## config.mk

```make
export PLATFORM = sky130hd
export DESIGN_NAME = multi_phase_clock_flat
export DESIGN_NICKNAME = d
export VERILOG_FILES = /design/src/rtl/multi_clock_pkg.sv /design/src/rtl/multi_phase_clock_if.sv /design/src/rtl/phase_window.sv /design/src/rtl/multi_phase_clock.sv /design/src/flat_wrapper.sv
export SDC_FILE = /design/constraint.sdc
export NUM_CORES = 1
export LEC_CHECK = 0
export CAP_MARGIN = 20
export CORE_UTILIZATION = 50
export DETAILED_ROUTE_END_ITERATION = 6
export GPL_ROUTABILITY_DRIVEN = 0
export GPL_TIMING_DRIVEN = 0
export PLACE_DENSITY = 0.78
export SLEW_MARGIN = 5
export SYNTH_ARGS = -nofsm -noshare
export SYNTH_HDL_FRONTEND = slang
export SYNTH_SLANG_ARGS = --single-unit
```

## constraint.sdc

```tcl
create_clock -name clk -period 4.5 [get_ports clk]
set_clock_uncertainty 0.2 [all_clocks]
set_input_delay 1.125 -clock clk [delete_from_list [all_inputs] [get_ports clk]]
set_output_delay 1.125 -clock clk [all_outputs]
set_load 0.01 [all_outputs]
```

## src/rtl/multi_clock_pkg.sv

```systemverilog
// Shared types and constants for the multi-phase clock generator.
package multi_clock_pkg;

    localparam int DEFAULT_SLOT_W = 3;

    typedef logic [DEFAULT_SLOT_W-1:0] slot_t;

    typedef enum logic [0:0] {
        HALT = 1'b0,
        RUN  = 1'b1
    } state_e;

    // Settings that reproduce the old fixed 4-slot instruction/memory clock.
    localparam int LEGACY_LAST_SLOT = 3;
    localparam int INSTR_RISE       = 0;
    localparam int INSTR_FALL       = 3;
    localparam int MEM_RISE         = 1;
    localparam int MEM_FALL         = 2;

endpackage

```

## src/rtl/multi_phase_clock_if.sv

```systemverilog
// Control, configuration and status bundle of the multi-phase clock generator.
interface multi_phase_clock_if #(
    parameter int SLOT_W = 3,
    parameter int NUM_CH = 2,
    parameter int CNT_W  = 32
);
    logic                           run;
    logic                           step;
    logic [SLOT_W-1:0]              last_slot;
    logic [NUM_CH-1:0][SLOT_W-1:0]  ch_rise;
    logic [NUM_CH-1:0][SLOT_W-1:0]  ch_fall;
    logic [NUM_CH-1:0]              ch_out;
    logic [SLOT_W-1:0]              slot;
    logic                           cycle_start;
    logic                           cycle_end;
    logic                           halted;
    logic [CNT_W-1:0]               cycle_count;

    modport master (
        output run, step, last_slot, ch_rise, ch_fall,
        input  ch_out, slot, cycle_start, cycle_end, halted, cycle_count
    );

    modport slave (
        input  run, step, last_slot, ch_rise, ch_fall,
        output ch_out, slot, cycle_start, cycle_end, halted, cycle_count
    );
endinterface

```

## src/rtl/phase_window.sv

```systemverilog
// Slot window decode for one phase channel: high from rise slot up to (not
// including) fall slot, wrapping through slot 0 when rise is past fall.
module phase_window #(
    parameter int SLOT_W = 3
) (
    input  logic [SLOT_W-1:0] s_i,
    input  logic [SLOT_W-1:0] r_i,
    input  logic [SLOT_W-1:0] f_i,
    output logic              hi_o
);
    // Equal rise/fall disables the channel.
    always_comb begin
        hi_o = 1'b0;
        if (r_i < f_i)
            hi_o = (s_i >= r_i) && (s_i < f_i);
        else if (r_i > f_i)
            hi_o = (s_i >= r_i) || (s_i < f_i);
    end
endmodule

```

## src/rtl/multi_phase_clock.sv

```systemverilog
// Multi-phase clock generator: splits clk into macro-cycles of programmable
// slot count and drives NUM_CH registered phase outputs.
//
// state | meaning
// HALT  | idle, outputs low, waiting for run or a step rising edge
// RUN   | stepping through slots 0..L of the current macro-cycle
module multi_phase_clock
    import multi_clock_pkg::*;
#(
    parameter int SLOT_W = DEFAULT_SLOT_W,
    parameter int NUM_CH = 2,
    parameter int CNT_W  = 32
) (
    input logic                clk,
    input logic                reset_n,
    multi_phase_clock_if.slave bus
);
    localparam logic [0:0] ST_HALT = HALT;
    localparam logic [0:0] ST_RUN  = RUN;

    logic [0:0]                     state_q, state_d;
    logic                           step_q;
    logic [SLOT_W-1:0]              last_q, last_d, slot_q, slot_d;
    logic [NUM_CH-1:0][SLOT_W-1:0]  rise_q, rise_d, fall_q, fall_d;
    logic [NUM_CH-1:0]              ch_q, ch_d, win_hi;
    logic                           cs_q, cs_d, ce_q, ce_d, halted_q, halted_d;
    logic [CNT_W-1:0]               cnt_q, cnt_d;

    logic                           step_rise, at_last, start;
    logic [SLOT_W-1:0]              last_eff, win_s;
    logic [NUM_CH-1:0][SLOT_W-1:0]  win_r, win_f;

    assign step_rise = bus.step & ~step_q;
    assign at_last   = (slot_q == last_q);
    // In RUN only run matters; step is ignored until the generator halts.
    assign start     = (state_q == ST_HALT) ? (bus.run | step_rise) : (at_last & bus.run);
    // A single-slot macro-cycle is not supported, so 0 is promoted to 1.
    assign last_eff  = (bus.last_slot == '0) ? SLOT_W'(1) : bus.last_slot;

    // On a cycle start the window for slot 0 uses the configuration being latched.
    assign win_s = start ? '0 : slot_q + 1'b1;
    assign win_r = start ? bus.ch_rise : rise_q;
    assign win_f = start ? bus.ch_fall : fall_q;

    for (genvar g = 0; g < NUM_CH; g++) begin : g_win
        phase_window #(.SLOT_W(SLOT_W)) u_win (
            .s_i  (win_s),
            .r_i  (win_r[g]),
            .f_i  (win_f[g]),
            .hi_o (win_hi[g])
        );
    end

    // Next-state: cycle start, slot advance, or return to halt.
    always_comb begin
        state_d  = state_q;
        last_d   = last_q;
        rise_d   = rise_q;
        fall_d   = fall_q;
        slot_d   = slot_q;
        ch_d     = ch_q;
        cs_d     = cs_q;
        ce_d     = ce_q;
        halted_d = halted_q;
        cnt_d    = cnt_q;
        if (state_q == ST_RUN && at_last)
            cnt_d = cnt_q + 1'b1;
        if (start) begin
            state_d  = ST_RUN;
            last_d   = last_eff;
            rise_d   = bus.ch_rise;
            fall_d   = bus.ch_fall;
            slot_d   = '0;
            ch_d     = win_hi;
            cs_d     = 1'b1;
            ce_d     = 1'b0;
            halted_d = 1'b0;
        end else if (state_q == ST_RUN) begin
            if (!at_last) begin
                slot_d = win_s;
                ch_d   = win_hi;
                cs_d   = 1'b0;
                ce_d   = (win_s == last_q);
            end else begin
                state_d  = ST_HALT;
                slot_d   = '0;
                ch_d     = '0;
                cs_d     = 1'b0;
                ce_d     = 1'b0;
                halted_d = 1'b1;
            end
        end
    end

    // State and output registers; reset is asynchronous and active-high.
    always_ff @(posedge clk or posedge reset_n) begin
        if (reset_n) begin
            state_q  <= ST_HALT;
            step_q   <= 1'b0;
            last_q   <= SLOT_W'(1);
            rise_q   <= '0;
            fall_q   <= '0;
            slot_q   <= '0;
            ch_q     <= '0;
            cs_q     <= 1'b0;
            ce_q     <= 1'b0;
            halted_q <= 1'b1;
            cnt_q    <= '0;
        end else begin
            state_q  <= state_d;
            step_q   <= bus.step;
            last_q   <= last_d;
            rise_q   <= rise_d;
            fall_q   <= fall_d;
            slot_q   <= slot_d;
            ch_q     <= ch_d;
            cs_q     <= cs_d;
            ce_q     <= ce_d;
            halted_q <= halted_d;
            cnt_q    <= cnt_d;
        end
    end

    assign bus.ch_out      = ch_q;
    assign bus.slot        = slot_q;
    assign bus.cycle_start = cs_q;
    assign bus.cycle_end   = ce_q;
    assign bus.halted      = halted_q;
    assign bus.cycle_count = cnt_q;

endmodule

```

## src/flat_wrapper.sv

```systemverilog
// flat-port wrapper written by rule: the top's interface ports become plain ports
module multi_phase_clock_flat import multi_clock_pkg::*;
#(
    parameter int SLOT_W = DEFAULT_SLOT_W,
    parameter int NUM_CH = 2,
    parameter int CNT_W  = 32
)
  (clk, reset_n, bus_run, bus_step, bus_last_slot, bus_ch_rise, bus_ch_fall, bus_ch_out, bus_slot, bus_cycle_start, bus_cycle_end, bus_halted, bus_cycle_count);
  multi_phase_clock_if #(.SLOT_W(SLOT_W), .NUM_CH(NUM_CH), .CNT_W(CNT_W)) bus_i ();
  input logic clk;
  input logic reset_n;
  input wire logic [$bits(bus_i.run)-1:0] bus_run;
  input wire logic [$bits(bus_i.step)-1:0] bus_step;
  input wire logic [$bits(bus_i.last_slot)-1:0] bus_last_slot;
  input wire logic [$bits(bus_i.ch_rise)-1:0] bus_ch_rise;
  input wire logic [$bits(bus_i.ch_fall)-1:0] bus_ch_fall;
  output wire logic [$bits(bus_i.ch_out)-1:0] bus_ch_out;
  output wire logic [$bits(bus_i.slot)-1:0] bus_slot;
  output wire logic [$bits(bus_i.cycle_start)-1:0] bus_cycle_start;
  output wire logic [$bits(bus_i.cycle_end)-1:0] bus_cycle_end;
  output wire logic [$bits(bus_i.halted)-1:0] bus_halted;
  output wire logic [$bits(bus_i.cycle_count)-1:0] bus_cycle_count;
  assign bus_i.run = bus_run;
  assign bus_i.step = bus_step;
  assign bus_i.last_slot = bus_last_slot;
  assign bus_i.ch_rise = bus_ch_rise;
  assign bus_i.ch_fall = bus_ch_fall;
  assign bus_ch_out = bus_i.ch_out;
  assign bus_slot = bus_i.slot;
  assign bus_cycle_start = bus_i.cycle_start;
  assign bus_cycle_end = bus_i.cycle_end;
  assign bus_halted = bus_i.halted;
  assign bus_cycle_count = bus_i.cycle_count;
  multi_phase_clock #(.SLOT_W(SLOT_W), .NUM_CH(NUM_CH), .CNT_W(CNT_W)) u_core (.clk(clk), .reset_n(reset_n), .bus(bus_i));
endmodule
```

==> impl_metrics.csv, run 1 <==
group,metric,value,unit
synth,synth_ff_type,"dfrtp_1",
run_status,outcome,"finished, final reports clean",
power,power_density,654,nW/µm²
synth,ys_seq_area_frac,0.490,
floorplanning,dieArea,6140,µm²
timing,finalCriticalPeriod,4.20,ns
clock_tree,clock-sinks,57,
cells_and_area,diodes,0,
worst_setup_path,path_cells,"clkdlybuf4s50_1, a41oi_1, nor2_2, buf_4, mux2i_1, inv_1, ha_1, nor2b_1, maj3_1, maj3_1, mux2i_1, o2111ai_1, o211ai_1",
worst_setup_path,r2r_end,"u_core.bus.ch_out[0]",
floorplanning,core,5570,µm²
synth,synthTopCellsByArea,"dfrtp_1 (47%), xnor2_1 (7.2%), ha_1 (5.1%)",
floorplanning,initial_core_util,0.523,
worst_setup_path,reg2reg_from,"u_core.bus.slot[0]",
placement,port_buffers,58,
global_routing,first_global_vias,2180,
synth,syn_area,2920,µm²
worst_setup_path,critPathRequiredTime,4.55,ns
timing,whs,0.270,ns
worst_setup_path,cp-end-kind,"register",
global_routing,antenna_found_initial,0,
timing,setup_tns,0,ns
timing,fin_crit_sh,0.933,
clock_tree,clockBufferDepth,2,
placement,hpwl,4470,µm
synth,synth_most_common_cell,"dfrtp_1",
synth,synth.largest_area_cell,"dfrtp_1",
synth,ys_seq_elements,57,
cells_and_area,fillCellCount,415,
route,drt_iter0_drc,102,
placement,place_area,3610,µm²
global_routing,gr-total-overflow,0,
worst_setup_path,cp-startpoint,"bus_run",
timing,slew_violations,0,
worst_setup_path,slowest_delay,0.56,ns
route,drc,0,
route,wl_per_cell,14.3,µm
synth,yosysWarnings,0,
route,first_pass_iters,4,
cells_and_area,final_nets,371,
synth,yosysTopAreaCellShare,0.472,
worst_setup_path,cp_max_fo,10,
power,worst_ir_drop_vdd,468,µV
synth,synth_area_per_cell,10.9,µm²
timing,rsz0062_at_grt,"no",
floorplanning,fp-row-count,27,
cells_and_area,design_area,3860,µm²
clock_tree,clock-root-buffer,"clkbuf_8",
synth,syn-num-nets,298,
clock_tree,cts-htree-levels,3,
worst_setup_path,rr_worst_depth,14,
synth,synth_cells,267,
worst_setup_path,cp-start-kind,"input port",
global_routing,track_usage,0.223,
timing,max_freq,238,MHz
job,drv_cap,0,
route,ant_nets,0,
route,vias_per_cell,5.30,
synth,synth_cell_type_count,43,
worst_setup_path,r2r_slack,0.94,ns
floorplanning,die_x,78.4,µm
synth,async_flop_share,1.00,
worst_setup_path,critPathKind,"input port to register",
clock_tree,clk_latency,0.34,ns
worst_setup_path,crit_path_end,"u_core.bus.ch_out[0]",
timing,final_hold_viol_count,0,
worst_setup_path,cp.arrival,4.25,ns
timing,worstMarginPinSlew,0.599,ns
floorplanning,io_pins,59,
clock_tree,cts-buffers-inserted,9,
floorplanning,dieHeight,78.4,µm
timing,relSlewSlack,0.598,
cells_and_area,syn_to_final_growth,32.3,%
clock_tree,path_clk_slew,0.06,ns
global_routing,grt_pass1_wl,10400,µm
synth,synth_top_cells_by_count,"dfrtp_1 (55), xnor2_1 (24), nor2_1 (23)",
timing,finalSetupViolCount,0,
global_routing,grt_max_degree,42,
route,routed_wl,5970,µm
worst_setup_path,crit_path_top_delay_cell,"clkdlybuf4s50_1",
clock_tree,cts_tree,"done",
synth,synth_edf_count,0,
route,vias,2211,
cells_and_area,drive_gt1_frac,0.148,
min_path,hp-class,"register to register",
power,p_leak,1.70,nW
[worst max-delay path: cells and delay by family]
family	cells	cell delay (ns)
simple gates	2	0.39
fa+ha+maj	3	0.90
mux	2	0.44
buf+inv	3	0.88
compound gates	3	0.51
[cell type report]
type / count / area [µm²] / area share
plain buffers: 6 / 47.5 / 0.0123
clock buffers: 11 / 151 / 0.0392
clock inverters: 5 / 77.6 / 0.0201
inverters: 13 / 48.8 / 0.0126
multi-input cells: 191 / 1390 / 0.361
flip-flops and latches: 57 / 1430 / 0.370
well taps: 72 / 90.1 / 0.0233
repair buffers: 62 / 621 / 0.161
[flip-flops by register name (all words and copies together) (netlist names)]
signal,flops
u_core.state_q,1
u_core.last_q,3
u_core.rise_q,6
u_core.bus.cycle_end,1
u_core.bus.halted,1
u_core.bus.slot,3
u_core.step_q,1
u_core.bus.cycle_start,1
u_core.bus.cycle_count,32
u_core.bus.ch_out,2
u_core.fall_q,6
[cells in the final DEF, fill, tap and decap left out, types with 2 or more instances in the layout]
master and n:
clkbuf_8 11, and3_1 4, clkinv_2 2, a31oi_1 4, buf_2 2, nor2b_1 4
bufinv_16 2, dfrtp_1 55, buf_4 4, nor3_1 2, a211oi_1 2, buf_6 2
xor2_1 12, nand2_1 21, nand4_1 9, and4_4 3, o21ai_0 9, and4_1 2
ha_1 12, xnor2_1 24, nor2_1 23, mux2_2 10, nand2b_1 3, nand3_1 11
clkdlybuf4s50_1 58, maj3_1 4, dfstp_2 2, inv_1 12, nor3_2 3, or3_1 3
a21oi_1 5, mux2i_1 6
[how the worst min path moves through the flow]
stage | slack [ns] | depth (start not counted) | to | from
after floorplan | 0.25 | 1 | u_core.fall_q[5] | u_core.fall_q[5]
after global placement | 0.25 | 1 | u_core.bus.cycle_count[31] | u_core.bus.cycle_count[31]
after detailed placement | 0.26 | 1 | u_core.bus.cycle_count[31] | u_core.bus.cycle_count[31]
after CTS | 0.27 | 1 | u_core.bus.cycle_count[31] | u_core.bus.cycle_count[31]
after global routing | 0.29 | 1 | u_core.bus.cycle_count[31] | u_core.bus.cycle_count[31]
final | 0.27 | 1 | u_core.bus.cycle_count[31] | u_core.bus.cycle_count[31]
[routing by layer]
layer | up-vias | track usage | part of all wire
li1 | 1077 | - | -
met1 | 1083 | 0.301 | 0.47
met2 | 44 | 0.347 | 0.48
met3 | 7 | 0.0395 | 0.029
met4 | 0 | 0.106 | 0.014
met5 | - | 0 | 0
[cells by family after synthesis]
family          Yosys count  share of synthesized area
fa+ha+maj                16                     0.0652
xor+xnor                 37                      0.114
mux                      17                     0.0631
compound gates           28                     0.0618
buf+inv                  19                     0.0322
flops                    57                      0.490
simple gates             93                      0.174
[what timing repair did]
action / in CTS / in global routing
resized for setup: 0 / 2
setup buffers: 0 / 2
endpoints found under the setup margin: 0 / 1
hold buffers: 0 / 0
[power by group]
| group | internal (mW) | total, mW | switching (mW) | leakage, nW |
|---|---|---|---|---|
| registers | 0.658 | 0.773 | 0.115 | 0.736 |
| clock network | 0.340 | 0.542 | 0.202 | 0.115 |
| logic | 0.596 | 1.21 | 0.611 | 0.852 |
| total | 1.59 | 2.52 | 0.928 | 1.70 |
[through the flow]
| stage | worst slack, ns | power, mW | util | std cells |
|---|---|---|---|---|
| after floorplan | 0.702 | 1.61 | - | 267 |
| after global placement | -0.168 | 1.91 | 0.644 | 397 |
| after detailed placement | -0.145 | 1.96 | 0.647 | 398 |
| after CTS | 0.184 | 2.51 | 0.688 | 414 |
| after global routing | 0.0328 | 2.72 | 0.692 | 417 |
| final | 0.301 | 2.52 | 0.692 | 417 |
Power figures use the tool's default switching activity.
==> run 2, diff against run 1 <==
Settings changed: CORE_UTILIZATION 50 to 51, GPL_TIMING_DRIVEN 0 to default, PLACE_DENSITY 0.78 to 0.79.
==> run 2 against run 1 <==
  * Sequential power increased by 2%
  * Register-to-register slack is essentially flat
  * Power fell by 3.7%
==> impl_metrics.csv, run 2 (synthesis gave the netlist of run 1 again) <==
group,metric,value,unit
run_status,outcome,"finished, final reports clean",
global_routing,track_usage,0.227,
worst_setup_path,crit_path_end,"u_core.bus.ch_out[0]",
power,worst_ir_drop_vdd,426,µV
route,drt_iter0_drc,123,
global_routing,gr-total-overflow,0,
route,wl_per_cell,15.0,µm
floorplanning,initial_core_util,0.530,
floorplanning,dieArea,6020,µm²
min_path,hp-class,"register to register",
timing,fin_crit_sh,0.907,
floorplanning,core,5510,µm²
worst_setup_path,critPathRequiredTime,4.55,ns
worst_setup_path,r2r_slack,0.94,ns
global_routing,first_global_vias,2228,
timing,slew_violations,0,
timing,setup_tns,0,ns
route,first_pass_iters,4,
power,seq_power_share,0.325,
clock_tree,clock-root-buffer,"clkbuf_8",
cells_and_area,final_cell_mix,"clkdlybuf4s50_1 (58), dfrtp_1 (55), xnor2_1 (24), nor2_1 (23), nand2_1 (21)",
route,drc,0,
timing,rsz0062_at_grt,"no",
floorplanning,die_x,77.6,µm
power,combPwrFrac,0.480,
worst_setup_path,cp-start-kind,"input port",
clock_tree,cts-buffers-inserted,9,
timing,relSlewSlack,0.419,
route,ant_nets,0,
route,vias,2241,
clock_tree,clockBufferDepth,2,
power,p_sw_frac,0.385,
cells_and_area,diodes,0,
clock_tree,cts_resized,0,
floorplanning,dieHeight,77.6,µm
cells_and_area,layout_commonest_cell,"clkdlybuf4s50_1",
power,p_clk_frac,0.195,
worst_setup_path,critPathKind,"input port to register",
clock_tree,path_clk_slew,0.07,ns
route,routed_wl,6170,µm
clock_tree,cts_tree,"done",
job,drv_cap,0,
timing,max_freq,245,MHz
worst_setup_path,reg2reg_from,"u_core.bus.slot[0]",
route,vias_per_cell,5.44,
clock_tree,clk_latency,0.33,ns
clock_tree,clock-sinks,57,
global_routing,antenna_found_initial,0,
worst_setup_path,cp-startpoint,"bus_run",
cells_and_area,drive_gt1_frac,0.132,
global_routing,grt_pass1_wl,10500,µm
timing,final_hold_viol_count,0,
placement,port_buffers,58,
worst_setup_path,cp.arrival,4.13,ns
clock_tree,hold_buffers,0,
floorplanning,fp-row-count,27,
placement,hpwl,4660,µm
global_routing,grt_max_degree,43,
timing,finalCriticalPeriod,4.08,ns
cells_and_area,largest_reg_flops,32,
clock_tree,cts_setup_buffers,0,
power,p_sw,935,µW
power,total_power,2.43,mW
cells_and_area,final_nets,366,
timing,finalSetupViolCount,0,
worst_setup_path,cp_max_fo,6,
worst_setup_path,cp-end-kind,"register",
power,p_leak,1.65,nW
cells_and_area,syn_to_final_growth,29.5,%
power,intPower,1.49,mW
power,power_density,643,nW/µm²
clock_tree,cts-htree-levels,3,
floorplanning,io_pins,59,
worst_setup_path,r2r_end,"u_core.bus.ch_out[0]",
timing,worstMarginPinSlew,0.870,ns
worst_setup_path,rr_worst_depth,12,
-- run 2: cell type report --
| type | count | area [µm²] |
|---|---|---|
| Multi-Input combinational cell | 191 | 1390 |
| Tap cell | 72 | 90.1 |
| Sequential cell | 57 | 1430 |
| Clock inverter | 5 | 55.1 |
| Clock buffer | 11 | 141 |
| Inverter | 13 | 48.8 |
| Fill cell | 440 | 1730 |
| Timing Repair Buffer | 63 | 618 |
-- run 2: worst max-delay path, cell delays in order --
cell and delay (ns):
clkdlybuf4s50_1 0.48, a41oi_1 0.32, nor2_2 0.11, buf_4 0.19, or2_2 0.32, ha_1 0.28, nor2b_1 0.05, maj3_1 0.36
maj3_1 0.38, mux2i_1 0.22, o2111ai_1 0.13, o211ai_1 0.16
-- run 2: worst min path at each step --
stage	depth (start not counted)	slack (ns)	from	endpoint
final	1	0.27	u_core.bus.cycle_count[31]	u_core.bus.cycle_count[31]
after global routing	1	0.28	u_core.bus.cycle_count[31]	u_core.bus.cycle_count[31]
after CTS	1	0.27	u_core.bus.cycle_count[31]	u_core.bus.cycle_count[31]
after global placement	1	0.26	u_core.bus.cycle_count[31]	u_core.bus.cycle_count[31]
after floorplan	1	0.25	u_core.fall_q[5]	u_core.fall_q[5]
after detailed placement	1	0.26	u_core.bus.cycle_count[31]	u_core.bus.cycle_count[31]
-- run 2: per-stage QoR --
stage	instance area, µm²	setup slack (ns)	hold WS (ns)	utilization	cells
after floorplan	2920	0.702	0.255	-	267
after global placement	3580	0.295	0.255	0.650	396
after detailed placement	3580	0.197	0.261	0.650	396
after CTS	3780	0.444	0.271	0.686	412
after global routing	3780	0.213	0.285	0.686	412
final	3780	0.419	0.268	0.686	412
-- run 2: power by group through the flow --
stage               registers [mW]  logic (mW)  clock network (mW)
floorplan                    0.781       0.828                   0
CTS                          0.788        1.17               0.478
global placement             0.795        1.10                   0
global route                 0.805        1.31               0.500
finish                       0.790        1.17               0.473
detailed placement           0.796        1.15                   0
-- run 2: layer usage --
layer,vias to the layer above,share of wire,GRT usage
met5,-,0,0
met1,1115,0.45,0.283
met4,0,0.013,0.102
li1,1065,-,-
met2,51,0.51,0.389
met3,10,0.025,0.0318
==> run 3, diff against run 2 <==
Settings changed: CORE_MARGIN from default to 1.5, CTS_CLUSTER_DIAMETER from default to 60.
==> run 3 against run 2 <==
  * Routed wire length fell by 2.3%
  * Global-route usage shrank 1.3 points
  * Hold slack got worse by 0.0047 ns
  * Highest routed layer unchanged
  * Power increased by 5.2%
  * Final cell count increased by 0.49%
  * Maximum frequency decreased by 0.45%
  * Combinational power about the same
  * Utilization up 1.5 points
  * Via count down 2.3%
  * Register-to-register slack about the same
  * Setup slack got worse by 0.018 ns
==> impl_metrics.csv, run 3 (synthesis gave the netlist of run 1 again) <==
group,metric,value,unit
run_status,outcome,"finished, final reports clean",
timing,max_freq,244,MHz
worst_setup_path,cp-end-kind,"register",
floorplanning,fp-row-count,27,
worst_setup_path,cp_max_fo,9,
route,drt_iter0_drc,83,
cells_and_area,drive_gt1_frac,0.140,
cells_and_area,multi_input_area,1390,µm²
cells_and_area,final_nets,368,
min_path,hp-class,"register to register",
floorplanning,initial_core_util,0.530,
clock_tree,cts_tree,"done",
worst_setup_path,critPathKind,"input port to register",
timing,whs,0.263,ns
worst_setup_path,cp-start-kind,"input port",
timing,final_hold_viol_count,0,
worst_setup_path,crit_buf_inv,2,
cells_and_area,syn_to_final_growth,32.3,%
cells_and_area,largest_reg_flops,32,
cells_and_area,layout_commonest_cell,"clkdlybuf4s50_1",
timing,worstMarginPinSlew,0.612,ns
route,vias_per_cell,5.29,
global_routing,grt_max_degree,29,
clock_tree,cts_setup_buffers,0,
timing,finalSetupViolCount,0,
route,first_pass_iters,4,
floorplanning,io_pins,59,
placement,hpwl,4530,µm
global_routing,busiest_layer,"met2",
worst_setup_path,slowest_delay,0.50,ns
route,drc,0,
cells_and_area,seqCellArea,1430,µm²
power,total_power,2.55,mW
worst_setup_path,path_common_cell,"maj3_1",
worst_setup_path,cp.arrival,4.15,ns
worst_setup_path,crit_path_top_delay_cell,"clkdlybuf4s50_1",
clock_tree,clock-root-buffer,"clkbuf_8",
global_routing,gr-total-overflow,0,
clock_tree,clockBufferDepth,2,
cells_and_area,final_cell_mix,"clkdlybuf4s50_1 (58), dfrtp_1 (55), xnor2_1 (24), nor2_1 (23), nand2_1 (21)",
global_routing,met1_usage,0.263,
worst_setup_path,cp_top_family,"adder cells",
clock_tree,clk_latency,0.34,ns
clock_tree,hold_buffers,0,
timing,finalCriticalPeriod,4.10,ns
global_routing,grt_pass1_wl,9980,µm
clock_tree,clock-sinks,57,
route,routed_wl,6030,µm
power,power_density,662,nW/µm²
timing,fin_crit_sh,0.911,
global_routing,antenna_found_initial,0,
clock_tree,cts-buffers-inserted,9,
cells_and_area,fillCellCount,392,
placement,port_buffers,58,
floorplanning,dieHeight,78.6,µm
global_routing,track_usage,0.214,
worst_setup_path,critPathRequiredTime,4.56,ns
clock_tree,path_clk_slew,0.06,ns
power,worst_ir_drop_vdd,481,µV
worst_setup_path,cp-startpoint,"bus_run",
route,ant_nets,0,
clock_tree,cts_resized,0,
min_path,min-delay-start,"u_core.bus.cycle_count[31]",
worst_setup_path,path_cells,"clkdlybuf4s50_1, a41oi_1, nor2_2, buf_4, or2_2, ha_1, nor2b_1, maj3_1, maj3_1, mux2i_1, o2111ai_1, o211ai_1",
timing,setup_tns,0,ns
floorplanning,die_x,78.6,µm
global_routing,first_global_vias,2166,
route,vias,2190,
job,drv_cap,0,
cells_and_area,diodes,0,
power,p_leak,1.70,nW
floorplanning,core,5510,µm²
timing,slew_violations,0,
timing,relSlewSlack,0.591,
worst_setup_path,reg2reg_from,"u_core.bus.slot[0]",
global_routing,met3_usage,0.0430,
global_routing,grtUsageMet2,0.341,
clock_tree,cts-htree-levels,3,
floorplanning,dieArea,6180,µm²
route,wl_per_cell,14.6,µm
timing,rsz0062_at_grt,"no",
## run 3: changes by cell type in the layout (fill, tap and decap cells not counted), sizes merged
| cell | before | now |
|---|---|---|
| clkinvlp | 2 | 1 |
| clkinv | 2 | 0 |
| buf | 5 | 7 |
| bufinv | 1 | 3 |
| clkbuf | 11 | 12 |
## run 3: path summary, 6_finish.rpt
check	slack, ns	depth (start not counted)	endpoint
max reg2reg	0.93	12	u_core.bus.ch_out[0]
max in group asynchronous	2.40	3	u_core.bus.halted
min	0.26	1	u_core.bus.cycle_count[31]
min reg2reg	0.26	1	u_core.bus.cycle_count[31]
min in group asynchronous	0.98	2	u_core.rise_q[4]
max	0.40	12	u_core.bus.ch_out[0]
## run 3: area by class of cell
type / instances / area share
Inverter: 13 / 0.0127
Timing Repair Buffer: 65 / 0.164
Sequential cell: 57 / 0.370
Clock buffer: 12 / 0.0428
Multi-Input combinational cell: 191 / 0.361
Tap cell: 72 / 0.0234
Clock inverter: 4 / 0.0253
## run 3: where the power goes
part	internal (mW)	switching [mW]	total [mW]
registers	0.658	0.134	0.792
logic	0.572	0.575	1.15
clock network	0.413	0.201	0.614
total	1.64	0.911	2.55
## run 3: per-stage QoR
step | setup slack, ns | util | instance area, µm² | cells
6_report | 0.401 | 0.701 | 3860 | 414
5_1_grt | 0.198 | 0.701 | 3860 | 414
4_1_cts | 0.425 | 0.701 | 3860 | 414
3_5_place_dp | 0.0937 | 0.653 | 3590 | 398
3_3_place_gp | 0.153 | 0.653 | 3590 | 398
2_1_floorplan | 0.702 | - | 2920 | 267
## run 3: routing by layer
layer	vias to the layer above	share of wire
li1	1064	-
met1	1053	0.43
met2	58	0.50
met3	15	0.037
met4	0	0.026
met5	-	0
